`config.mk`:
```
export PLATFORM = sky130hd
export DESIGN_NAME = sample0_mac_pipe
export DESIGN_NICKNAME = d
export VERILOG_FILES = /design/src/rtl/sample0_mac_pkg.sv /design/src/rtl/sample0_mac_delay.sv /design/src/rtl/sample0_mac_pipe.sv
export SDC_FILE = /design/constraint.sdc
export NUM_CORES = 1
export LEC_CHECK = 0
export BUFFER_PORTS_ARGS = -buffer_cell sky130_fd_sc_hd__buf_2
export CORE_ASPECT_RATIO = 1.25
export CORE_MARGIN = 3
export CORE_UTILIZATION = 55
export DETAILED_ROUTE_END_ITERATION = 7
export GPL_ROUTABILITY_DRIVEN = 0
export HOLD_SLACK_MARGIN = 0.05
export PLACE_DENSITY = 0.77
export REMOVE_ABC_BUFFERS = 1
export SKIP_CTS_REPAIR_TIMING = 1
export SLEW_MARGIN = 20
export SYNTH_ARGS = -nofsm -noshare
export SYNTH_HDL_FRONTEND = slang
export SYNTH_SLANG_ARGS = --single-unit
export TNS_END_PERCENT = 10
```
`constraint.sdc`:
```
create_clock -name clk -period 4.3 [get_ports clk]
set_input_delay 0.86 -clock clk [delete_from_list [all_inputs] [get_ports clk]]
set_output_delay 0.86 -clock clk [all_outputs]
set_load 0.005 [all_outputs]
```
`src/rtl/sample0_mac_pkg.sv`:
```
// Shared types, constants and width helpers for the sample0 MAC pipeline.
package sample0_mac_pkg;

    localparam int unsigned MIN_NUM_STAGE = 3;
    localparam int unsigned MAX_NUM_STAGE = 8;

    // Per-beat control that travels alongside the product.
    typedef struct packed {
        logic vld;
        logic acc_en;
        logic acc_clr;
    } sideband_t;

    localparam int unsigned SB_W = $bits(sideband_t);

    // Width of the full signed product of two operands.
    function automatic int unsigned PROD_W(input int unsigned w0, input int unsigned w1);
        return w0 + w1;
    endfunction

endpackage

```
`src/rtl/sample0_mac_delay.sv`:
```
// Generic ce-gated, synchronously reset shift register; DEPTH=0 degenerates to a wire.
module sample0_mac_delay #(
    parameter int unsigned WIDTH = 1,
    parameter int unsigned DEPTH = 1
) (
    input  logic             clk,
    input  logic             reset,
    input  logic             ce,
    input  logic [WIDTH-1:0] din,
    output logic [WIDTH-1:0] dout
);

    if (DEPTH == 0) begin : g_wire
        // Control inputs have no function without storage.
        logic unused_ctrl;
        assign unused_ctrl = ^{clk, reset, ce};
        assign dout = din;
    end else begin : g_reg
        logic [WIDTH-1:0] taps [DEPTH];

        // Shift one tap per enabled cycle; reset flushes every tap.
        always_ff @(posedge clk) begin
            if (reset) begin
                for (int unsigned i = 0; i < DEPTH; i++) taps[i] <= '0;
            end else if (ce) begin
                taps[0] <= din;
                for (int unsigned i = 1; i < DEPTH; i++) taps[i] <= taps[i-1];
            end
        end

        assign dout = taps[DEPTH-1];
    end

endmodule

```
`src/rtl/sample0_mac_pipe.sv`:
```
// Pipelined, ce-gated signed multiply-accumulate unit.
// Optional macro SAMPLE0_MAC_SAT_EN: clamp dout to dout_WIDTH and flag clamps on dout_ovf;
// otherwise dout wraps and dout_ovf is tied low.
module sample0_mac_pipe
    import sample0_mac_pkg::*;
#(
    parameter int unsigned din0_WIDTH = 11,
    parameter int unsigned din1_WIDTH = 11,
    parameter int unsigned dout_WIDTH = 11,
    parameter int unsigned ACC_WIDTH  = 30,
    parameter int unsigned NUM_STAGE  = 3
) (
    input  logic                  clk,
    input  logic                  reset,
    input  logic                  ce,
    input  logic [din0_WIDTH-1:0] din0,
    input  logic [din1_WIDTH-1:0] din1,
    input  logic                  din_vld,
    input  logic                  acc_en,
    input  logic                  acc_clr,
    output logic [dout_WIDTH-1:0] dout,
    output logic                  dout_vld,
    output logic                  dout_ovf
);

    localparam int unsigned PW = PROD_W(din0_WIDTH, din1_WIDTH);

    if (NUM_STAGE < MIN_NUM_STAGE || NUM_STAGE > MAX_NUM_STAGE) begin : g_bad_stage
        $error("sample0_mac_pipe: NUM_STAGE=%0d outside legal range", NUM_STAGE);
    end
    if (ACC_WIDTH < PW || ACC_WIDTH < dout_WIDTH) begin : g_bad_acc
        $error("sample0_mac_pipe: ACC_WIDTH=%0d too narrow", ACC_WIDTH);
    end

    logic signed [din0_WIDTH-1:0] a_q;
    logic signed [din1_WIDTH-1:0] b_q;
    sideband_t                    sb1_q;

    // Stage 1: register operands and sideband.
    always_ff @(posedge clk) begin
        if (reset) begin
            a_q   <= '0;
            b_q   <= '0;
            sb1_q <= '0;
        end else if (ce) begin
            a_q   <= din0;
            b_q   <= din1;
            sb1_q <= {din_vld, acc_en, acc_clr};
        end
    end

    logic signed [PW-1:0]        prod;
    logic signed [ACC_WIDTH-1:0] p2_q;
    sideband_t                   sb2_q;

    assign prod = PW'(a_q) * PW'(b_q);

    // Stage 2: full-width signed product, sign-extended to the accumulator width.
    always_ff @(posedge clk) begin
        if (reset) begin
            p2_q  <= '0;
            sb2_q <= '0;
        end else if (ce) begin
            p2_q  <= ACC_WIDTH'(prod);
            sb2_q <= sb1_q;
        end
    end

    logic [ACC_WIDTH+SB_W-1:0]   pipe_out;
    logic signed [ACC_WIDTH-1:0] p3;
    sideband_t                   sb3;

    sample0_mac_delay #(
        .WIDTH (ACC_WIDTH + SB_W),
        .DEPTH (NUM_STAGE - MIN_NUM_STAGE)
    ) u_delay (
        .clk   (clk),
        .reset (reset),
        .ce    (ce),
        .din   ({p2_q, sb2_q}),
        .dout  (pipe_out)
    );

    assign {p3, sb3} = pipe_out;

    logic signed [ACC_WIDTH-1:0] acc_q;
    logic                        vld_q;

    // Final stage: accumulate or reload on valid beats; invalid beats hold the sum.
    always_ff @(posedge clk) begin
        if (reset) begin
            acc_q <= '0;
            vld_q <= 1'b0;
        end else if (ce) begin
            vld_q <= sb3.vld;
            if (sb3.vld) begin
                acc_q <= (sb3.acc_clr || !sb3.acc_en) ? p3 : acc_q + p3;
            end
        end
    end

    assign dout_vld = vld_q;

`ifdef SAMPLE0_MAC_SAT_EN
    localparam logic signed [ACC_WIDTH-1:0] SAT_MAX =
        {{(ACC_WIDTH-dout_WIDTH+1){1'b0}}, {(dout_WIDTH-1){1'b1}}};
    localparam logic signed [ACC_WIDTH-1:0] SAT_MIN = ~SAT_MAX;

    // Clamp the held accumulator into the output range and flag when clamping.
    always_comb begin
        dout     = acc_q[dout_WIDTH-1:0];
        dout_ovf = 1'b0;
        if (acc_q > SAT_MAX) begin
            dout     = {1'b0, {(dout_WIDTH-1){1'b1}}};
            dout_ovf = 1'b1;
        end else if (acc_q < SAT_MIN) begin
            dout     = {1'b1, {(dout_WIDTH-1){1'b0}}};
            dout_ovf = 1'b1;
        end
    end
`else
    assign dout     = acc_q[dout_WIDTH-1:0];
    assign dout_ovf = 1'b0;
`endif

endmodule

```
## Word-level counts from Yosys, hierarchy flattened

Cells that the tools add are included.

- Add/subtract/negate cells: 1
- Multipliers: 1
- Mux-type cells: 1
- Reductions and logical operators: 3

Operator list:

| operator | number |
|---|---|
| 30-bit by 22-bit adder with 30-bit output | 1 |
| 30-bit two-way mux | 1 |
| 11-bit by 11-bit multiplier with 22-bit output | 1 |
| 2-bit AND reduction | 1 |
| 1-bit logical NOT | 1 |
| 1-bit logical OR | 1 |

- Flip-flop bits (word level): 81
- Bits of input ports: 28
- Output and inout bits: 13
- Logic and storage cells: 17

## Longest topological paths before layout

Gate-level depths: netlist (run 1).

- Depth after elaboration: 3
- Depth in mapped cells: 20
- Depth with buffers taken out: 19

## Cells and area by module

From an unflattened synthesis (run 1), not the netlist that was laid out.

- Cells, all modules: 877
- Area, all modules: 7747.4 µm²

Modules (own cells, without submodules):

| module | instances | cells an instance | area each (µm²) | seq. area each (µm²) |
|---|---|---|---|---|
| sample0_mac_pipe | 1 | 844 | 7499.7 | 1241.2 |
| sample0_mac_delay | 1 | 33 | 247.7 | 0.0 |

## Worst setup path after synthesis (run 1)

Ideal clock, no wire load.

- Path kind: flip-flop to flip-flop
- Start: register b_q[4]
- End: register p2_q[10]
- Setup time: 0.146 ns
- Arrival time: 4.009 ns
- Required time: 4.154 ns
- Setup slack: 0.146 ns
- Stages on the path, launching flop included: 16
- Path buffers: 0
- Period minus slack after synthesis: 4.154 ns
- Path through: dfxtp_1 -> nand2_1 -> fa_1 -> inv_1 -> fa_1 -> fa_1 -> fa_1 -> inv_1 -> fa_1 -> xor2_1 -> xnor2_1 -> xnor2_1 -> xnor2_1 -> xnor2_1 -> xnor2_1 -> a211oi_2

- Longest elaborated chain between the ends: 1

RTL lines:

| what | RTL line | source |
|---|---|---|
| start: declaration | sample0_mac_pipe.sv:36 | `logic signed [din1_WIDTH-1:0] b_q;` |
| start signal: assignment | sample0_mac_pipe.sv:47 | `b_q <= din1;` |
| 11-bit by 11-bit multiplier with 22-bit output | sample0_mac_pipe.sv:56 | `assign prod = PW'(a_q) * PW'(b_q);` |
| end signal: assignment | sample0_mac_pipe.sv:64 | `p2_q <= ACC_WIDTH'(prod);` |
| end: declaration | sample0_mac_pipe.sv:53 | `logic signed [ACC_WIDTH-1:0] p2_q;` |

No other way between the ends.
A chain may end at the register's enable or synchronous reset.

## Final worst setup path (run 1)

Ends and elaborated chain as after synthesis.

==> key figures, run 1 <==
Finish
  • Area Overhead vs Synth: 13.9%
  • Leading cell type in the layout, fill and taps excluded: sky130_fd_sc_hd__inv_1
  • Most frequent cells in the layout: sky130_fd_sc_hd__inv_1 (57), sky130_fd_sc_hd__nor2_1 (53), sky130_fd_sc_hd__nand2_1 (42)
  • Count of filler cells inserted in the layout: 598
  • Final Instance Count excl. Fillers: 614
  • Nets: 624
  • Diode insertion count for antenna repair: 0
  • Layout cells sized above 1: 0.207

Critical path
  • Type of element launching the critical path: register
  • Crit end category: register
  • Data arrival, critical path: 4.30 ns
  • Most frequent cell on the critical path: sky130_fd_sc_hd__fa_1
  • Sequence of cells on the critical path: buf_4 > and2_4 > fa_2 > fa_1 > ha_4 > fa_1 > inv_1 > fa_1 > inv_2 > ha_4 > inv_1 > nor2_1 > nor2_1 > o21bai_1 > a21oi_2 > xnor2_1 > a211oi_2
  • Cell with the largest stage delay on the worst path: sky130_fd_sc_hd__fa_1
  • Maximum fanout encountered on the critical timing path: 5
  • CP required: 4.47 ns
  • Slowest stage delay, CP: 0.55 ns
  • Critical path class: reg -> reg

Global routing
  • Initial antenna violation count: 0
  • Largest net degree at the start of global routing: 52
  • First-pass GRT wire length: 15,000 um
  • Overall fraction of global-route tracks in use: 0.207
  • Number of global-route vias before repair: 3,382
  • Remaining global-route overflow: 0

Synth
  • Share of the yosys chip area belonging to registers: 0.243
  • Post-synth design cell area: 0.00420 mm2
  • Average footprint of a synthesized cell: 8.76 um2
  • Share of synthesized flip-flops with an asynchronous set or reset: 0
  • Distinct cell type count of the synthesized netlist: 43
  • Yosys top cell area share: 0.243
  • Area leader, netlist: sky130_fd_sc_hd__dfxtp_1
  • Post-synthesis instance total: 479
  • Number of flops mapped to enable cells by yosys: 0
  • Synthesis Warnings: 0
  • Count of state elements after synthesis: 51
  • Top area cells in the synthesized netlist: sky130_fd_sc_hd__dfxtp_1 (24%), sky130_fd_sc_hd__fa_1 (15%), sky130_fd_sc_hd__ha_1 (13%)
  • Primary flip-flop cell chosen by synthesis mapping: sky130_fd_sc_hd__dfxtp_1

Timing
  • Clock period minus final worst setup slack: 4.13 ns
  • Largest clock skew in the final design: 0.00856 ns
  • Pins Over Slew Limit: 0
  • Slew at the pin with the worst max-slew slack: 0.949 ns
  • Max-slew headroom: 0.367
  • Top achievable clock speed: 242 MHz
  • Setup TNS Final: 0 ns
  • Final Cycle Share: 0.961
  • Final Setup Violations: 0
  • Hold violation count in the final report: 0

Route
  • Wire length on met2: 4710 um
  • Uppermost layer routed: met4
  • Post-DR vias/cell: 5.32
  • Met1 WL: 3550 um
  • DRC Markers: 0
  • Met3 wire len: 294 um
  • Post-Route WL: 8790 um
  • Detail Route Antenna Nets: 0
  • Starting DRC count in detailed routing: 81
  • Total via count after detailed routing: 3,267
  • First-pass iteration count of the detailed router: 5
  • Post-DR wirelength/cell: 14.3 um

Power and ir drop
  • Leakage power total: 2.35 nW
  • Internal power of the cells: 0.000718 W
  • Worst supply voltage drop on vdd: 0.000133 V
  • Total power density per cell area: 219 mW/mm2
  • Net Sw Power: 0.000328 W
  • Combinational share of power: 0.206
  • Switching share of power: 0.313
  • Power share of the clock group: 0.296
  • Fraction of power consumed by sequential logic: 0.498

Placed design
  • Number of placed cells counting well taps: 600
  • Post-detail-place hpwl: 6630 um
  • Port buffer count: 39

Clock network
  • Later-pin clock latency in the skew report: 0.32 ns
  • CTS tree: yes
  • Clock sink total: 51
  • H-tree levels: 2
  • Largest buffer count on any clock path: 2
  • Root buffer selected by CTS: sky130_fd_sc_hd__clkbuf_8
  • Clock slew at reported path FFs: 0.11 ns
  • Number of buffers added by the clock tree synthesis step: 5

Floorplanning
  • Initial core utilization: 0.567
  • Ports: 41
  • Core Area: 0.00740 mm2
  • Number of placement rows: 35
  • Die ar.: 0.00872 mm2
  • Chip height: 104 um
  • Die X: 84.1 um

Worst hold path
  • Hold/Removal Path Class: reg -> reg

Run status
  • Run status: finished, final reports clean

Flow run
  • Max-capacitance violation count: 0
synth_stat cells, types with 2 or more instances:
master	number
sky130_fd_sc_hd__a21oi_1	13
sky130_fd_sc_hd__nand2_2	3
sky130_fd_sc_hd__fa_1	31
sky130_fd_sc_hd__dfxtp_1	51
sky130_fd_sc_hd__ha_1	44
sky130_fd_sc_hd__o21ai_1	5
sky130_fd_sc_hd__xor2_1	7
sky130_fd_sc_hd__buf_1	2
sky130_fd_sc_hd__and2_1	31
sky130_fd_sc_hd__buf_4	2
sky130_fd_sc_hd__a311oi_1	4
sky130_fd_sc_hd__o22a_1	2
sky130_fd_sc_hd__and2_2	4
sky130_fd_sc_hd__o21ai_0	3
sky130_fd_sc_hd__buf_2	4
sky130_fd_sc_hd__nand3_1	4
sky130_fd_sc_hd__nor2b_1	2
sky130_fd_sc_hd__inv_1	60
sky130_fd_sc_hd__mux2i_1	36
sky130_fd_sc_hd__o21bai_1	3
sky130_fd_sc_hd__a211oi_1	7
sky130_fd_sc_hd__nor2_1	53
sky130_fd_sc_hd__o211ai_1	4
sky130_fd_sc_hd__or3_1	3
sky130_fd_sc_hd__nand2b_1	3
sky130_fd_sc_hd__xnor2_1	21
sky130_fd_sc_hd__nand2_1	45
sky130_fd_sc_hd__nor3_1	3
sky130_fd_sc_hd__clkbuf_1	15
routing by layer:
| metal | global-route usage | vias up |
|---|---|---|
| li1 | - | 1622 |
| met1 | 0.239 | 1559 |
| met2 | 0.379 | 65 |
| met3 | 0.0326 | 21 |
| met4 | 0.0747 | 0 |
| met5 | 0 | - |
registers in the layout, indices dropped and copies added, names as in the netlist:
signal and cells:
sb1_q 3, b_q 11, sb2_q 3, p2_q 11, a_q 11, acc_q 11
dout_vld 1
power groups by stage:
stage	Combinational, W	Clock, W	Sequential, W
after floorplan	0.000128	0	0.000526
after global placement	0.000188	0	0.000531
after detailed placement	0.000195	0	0.000532
after CTS	0.000197	0.000319	0.000522
after global routing	0.000248	0.000335	0.000525
final	0.000216	0.000309	0.000521
worst paths after layout:
| check | start | cells past startpoint | end | slack [ns] |
|---|---|---|---|---|
| max | b_q[4] | 17 | p2_q[10] | 0.17 |
| min | dout_vld | 2 | dout_vld | 0.48 |
| max reg2reg | b_q[4] | 17 | p2_q[10] | 0.17 |
| min reg2reg | dout_vld | 2 | dout_vld | 0.48 |
cell families (layout without fill, tap and decap cells):
| family | after synthesis | after routing | share of synthesized area |
|---|---|---|---|
| muxes | 36 | 36 | 0.0858 |
| buffers and inverters | 83 | 126 | 0.0772 |
| and+or+nand+nor | 153 | 153 | 0.169 |
| AOI/OAI and AO/OA | 51 | 51 | 0.0823 |
| DFF | 51 | 51 | 0.243 |
| xor gates and xnor gates | 29 | 29 | 0.0623 |
| adders and majority gates | 75 | 75 | 0.279 |
| other | 1 | 1 | 0.000893 |
worst max-delay path, delay by kind of cell, from the launching register on:
| kind | cells | cell delay [ns] |
|---|---|---|
| AOI/OAI and AO/OA | 3 | 0.35 |
| xor gates and xnor gates | 1 | 0.14 |
| adders and majority gates | 6 | 2.44 |
| buffers and inverters | 4 | 0.32 |
| DFF | 1 | 0.38 |
| and+or+nand+nor | 3 | 0.37 |
cell type report:
type                            count  area [um2]  share of cell area
Clock buffer                        5        68.8              0.0144
Clock inverter                      3        27.5             0.00576
Inverter                           60         225              0.0471
Multi-Input combinational cell    345        2940               0.615
Sequential cell                    51        1060               0.221
Tap cell                           92         115              0.0241
Timing Repair Buffer               58         349              0.0730
stage by stage:
stage                util  setup WS (ns)  hold WS, ns  total power [W]  cell area [um2]
floorplan               -          0.158        0.456         0.000654             4100
global placement    0.609         0.0511        0.454         0.000719             4510
detailed placement  0.609        -0.0706        0.466         0.000728             4510
CTS                 0.622        -0.0969        0.482          0.00104             4600
global route        0.646        -0.0298        0.502          0.00111             4780
finish              0.646          0.168        0.480          0.00105             4780
Power figures use the tool's default switching activity.
==> run 2, diff against run 1 <==
--- a/config.mk
+++ b/config.mk
@@ -8,11 +8,12 @@
 export BUFFER_PORTS_ARGS = -buffer_cell sky130_fd_sc_hd__buf_2
 export CORE_ASPECT_RATIO = 1.25
 export CORE_MARGIN = 3
-export CORE_UTILIZATION = 55
+export CORE_UTILIZATION = 45
+export CTS_CLUSTER_DIAMETER = 60
 export DETAILED_ROUTE_END_ITERATION = 7
 export GPL_ROUTABILITY_DRIVEN = 0
 export HOLD_SLACK_MARGIN = 0.05
-export PLACE_DENSITY = 0.77
+export PLACE_DENSITY = 0.65
 export REMOVE_ABC_BUFFERS = 1
 export SKIP_CTS_REPAIR_TIMING = 1
 export SLEW_MARGIN = 20
==> run 2 against run 1 <==
Global-route usage fell by 3.7 points. Total power is 2.2% lower. Flip-flop and latch count stayed put. Register-to-register slack better by 0.02 ns. Sequential power barely moved. Clock skew increased by 0.00096 ns. Utilization is 11 points lower. Cell count rose by 4.6%. Largest power group unchanged. Final area decreased by 0.39%. Non-clock buffer count did not move. First-iteration DRC count shrank 20%. Die area grew 21%.
==> key figures, run 2 (synthesized netlist as in run 1, its figures left out) <==
Finish
  • Layout cells sized above 1: 0.188 (was 0.207)
  • Count of filler cells inserted in the layout: 857 (was 598)
  • Final non-filler cell area: 0.00476 mm2 (was 0.00478 mm2)
  • Leading cell type in the layout, fill and taps excluded: sky130_fd_sc_hd__inv_1 (unchanged)
  • Final Instance Count excl. Fillers: 642 (was 614)
  • Most frequent cells in the layout: sky130_fd_sc_hd__inv_1 (58), sky130_fd_sc_hd__nor2_1 (53), sky130_fd_sc_hd__nand2_1 (45), sky130_fd_sc_hd__dfxtp_1 (41), sky130_fd_sc_hd__ha_1 (40) (was sky130_fd_sc_hd__inv_1 (57), sky130_fd_sc_hd__nor2_1 (53), sky130_fd_sc_hd__nand2_1 (42))
  • Nets: 624 (unchanged)
  • Area Overhead vs Synth: 13.4% (was 13.9%)
  • Diode insertion count for antenna repair: 0 (unchanged)

Clock network
  • CTS tree: yes (unchanged)
  • Largest buffer count on any clock path: 2 (unchanged)
  • Root buffer selected by CTS: sky130_fd_sc_hd__clkbuf_8 (unchanged)
  • Clock sink total: 51 (unchanged)
  • H-tree levels: 2 (unchanged)
  • Later-pin clock latency in the skew report: 0.32 ns (about the same)
  • Number of buffers added by the clock tree synthesis step: 5 (unchanged)
  • Clock slew at reported path FFs: 0.10 ns (was 0.11 ns)

Power and ir drop
  • Leakage power total: 2.34 nW (was 2.35 nW)
  • Worst supply voltage drop on vdd: 0.000127 V (was 0.000133 V)
  • Power Total: 0.00102 W (was 0.00105 W)
  • Total power density per cell area: 215 mW/mm2 (was 219 mW/mm2)

Global routing
  • Number of global-route vias before repair: 3,217 (was 3,382)
  • Initial antenna violation count: 0 (unchanged)
  • Largest net degree at the start of global routing: 52 (unchanged)
  • Overall fraction of global-route tracks in use: 0.170 (was 0.207)
  • First-pass GRT wire length: 14,500 um (was 15,000 um)
  • Remaining global-route overflow: 0 (unchanged)

Route
  • First-pass iteration count of the detailed router: 4 (was 5)
  • Starting DRC count in detailed routing: 65 (was 81)
  • Detail Route Antenna Nets: 0 (unchanged)
  • Total via count after detailed routing: 3,220 (was 3,267)
  • Post-DR vias/cell: 5.02 (was 5.32)
  • Post-Route WL: 8400 um (was 8790 um)
  • Post-DR wirelength/cell: 13.1 um (was 14.3 um)
  • DRC Markers: 0 (unchanged)

Timing
  • Clock period minus final worst setup slack: 4.11 ns (was 4.13 ns)
  • Final Worst Setup Slack: 0.188 ns (was 0.168 ns)
  • RSZ-0062 raised after global routing: no
  • Max-slew headroom: 0.374 (was 0.367)
  • Post-Route Hold Slack: 0.477 ns (was 0.480 ns)
  • Pins Over Slew Limit: 0 (unchanged)
  • Final Cycle Share: 0.956 (was 0.961)
  • Hold violation count in the final report: 0 (unchanged)
  • Final Setup Violations: 0 (unchanged)
  • Top achievable clock speed: 243 MHz (was 242 MHz)
  • Slew at the pin with the worst max-slew slack: 0.939 ns (was 0.949 ns)
  • Largest clock skew in the final design: 0.00952 ns (was 0.00856 ns)

Critical path
  • Crit end category: register (unchanged)
  • Type of element launching the critical path: register (unchanged)
  • Maximum fanout encountered on the critical timing path: 6 (was 5)
  • CP required: 4.47 ns (about the same)
  • Critical path class: reg -> reg (unchanged)
  • Data arrival, critical path: 4.28 ns (was 4.30 ns)

Flow run
  • Max-capacitance violation count: 0 (unchanged)

Run status
  • Run status: finished, final reports clean (unchanged)

Worst hold path
  • Hold/Removal Path Class: reg -> reg (unchanged)

Floorplanning
  • Core Area: 0.00889 mm2 (was 0.00740 mm2)
  • Initial core utilization: 0.472 (was 0.567)
  • Ports: 41 (unchanged)
  • Die ar.: 0.0105 mm2 (was 0.00872 mm2)
  • Number of placement rows: 38 (was 35)
  • Die X: 92.4 um (was 84.1 um)
  • Chip height: 114 um (was 104 um)

Placed design
  • Placement-stage cell area: 0.00456 mm2 (was 0.00451 mm2)
  • Pre-CTS setup slack: -0.0581 ns (was -0.0706 ns)
  • Port buffer count: 39 (unchanged)
  • Post-detail-place hpwl: 6660 um (was 6630 um)
  • Number of placed cells counting well taps: 631 (was 600)
==> run 2: cell types whose count changed in the layout (fill, tap and decap cells not counted), moves of 2 or more <==
cell / delta
sky130_fd_sc_hd__nand2_2: -3
sky130_fd_sc_hd__dfxtp_4: -3
sky130_fd_sc_hd__and2_1: +2
sky130_fd_sc_hd__buf_6: -3
sky130_fd_sc_hd__nand2_1: +3
sky130_fd_sc_hd__buf_4: +3
sky130_fd_sc_hd__dfxtp_1: +2
==> run 2: metal layers <==
metal / global-route usage / vias to the layer above / share of wire
met5: 0 / - / 0
li1: - / 1623 / -
met1: 0.201 / 1513 / 0.43
met4: 0.0595 / 0 / 0.019
met3: 0.0303 / 13 / 0.032
met2: 0.308 / 71 / 0.52
==> run 2: worst max-delay path: stages, from the launching register on <==
cell	delay (ns)
sky130_fd_sc_hd__dfxtp_4	0.37
sky130_fd_sc_hd__buf_4	0.14
sky130_fd_sc_hd__and2_1	0.15
sky130_fd_sc_hd__fa_1	0.54
sky130_fd_sc_hd__ha_2	0.16
sky130_fd_sc_hd__inv_1	0.05
sky130_fd_sc_hd__fa_1	0.47
sky130_fd_sc_hd__fa_1	0.49
sky130_fd_sc_hd__fa_1	0.51
sky130_fd_sc_hd__inv_1	0.06
sky130_fd_sc_hd__ha_4	0.25
sky130_fd_sc_hd__a21oi_2	0.13
sky130_fd_sc_hd__nor2_1	0.06
sky130_fd_sc_hd__nor2_1	0.13
sky130_fd_sc_hd__o21bai_1	0.10
sky130_fd_sc_hd__a21oi_2	0.13
sky130_fd_sc_hd__xnor2_1	0.14
sky130_fd_sc_hd__a211oi_2	0.08
==> run 2: per-stage QoR <==
stage | util | TNS, ns
after CTS | 0.524 | -0.0748
after detailed placement | 0.513 | -0.0581
after floorplan | - | 0
final | 0.536 | 0
after global placement | 0.513 | 0
after global routing | 0.536 | 0
==> run 2: worst paths after layout <==
kind            start       end  slack, ns  cells after the start
min          dout_vld  dout_vld       0.48                      2
min reg2reg  dout_vld  dout_vld       0.48                      2
max            b_q[4]  p2_q[10]       0.19                     17
max reg2reg    b_q[4]  p2_q[10]       0.19                     17
==> run 2: final cells by class <==
| class | count | area [um2] | share of cell area |
|---|---|---|---|
| clock buffers | 5 | 68.8 | 0.0145 |
| well taps | 120 | 150 | 0.0315 |
| flip-flops and latches | 51 | 1050 | 0.220 |
| inverters | 60 | 225 | 0.0473 |
| repair buffers | 58 | 338 | 0.0709 |
| clock inverters | 3 | 22.5 | 0.00473 |
| multi-input cells | 345 | 2910 | 0.611 |
==> run 2: where the power goes <==
group	total (W)	internal [W]	switching (W)	leakage, nW
Combinational	0.000206	0.0000990	0.000108	1.87
Clock	0.000296	0.000117	0.000179	0.0485
Sequential	0.000521	0.000495	0.0000259	0.422
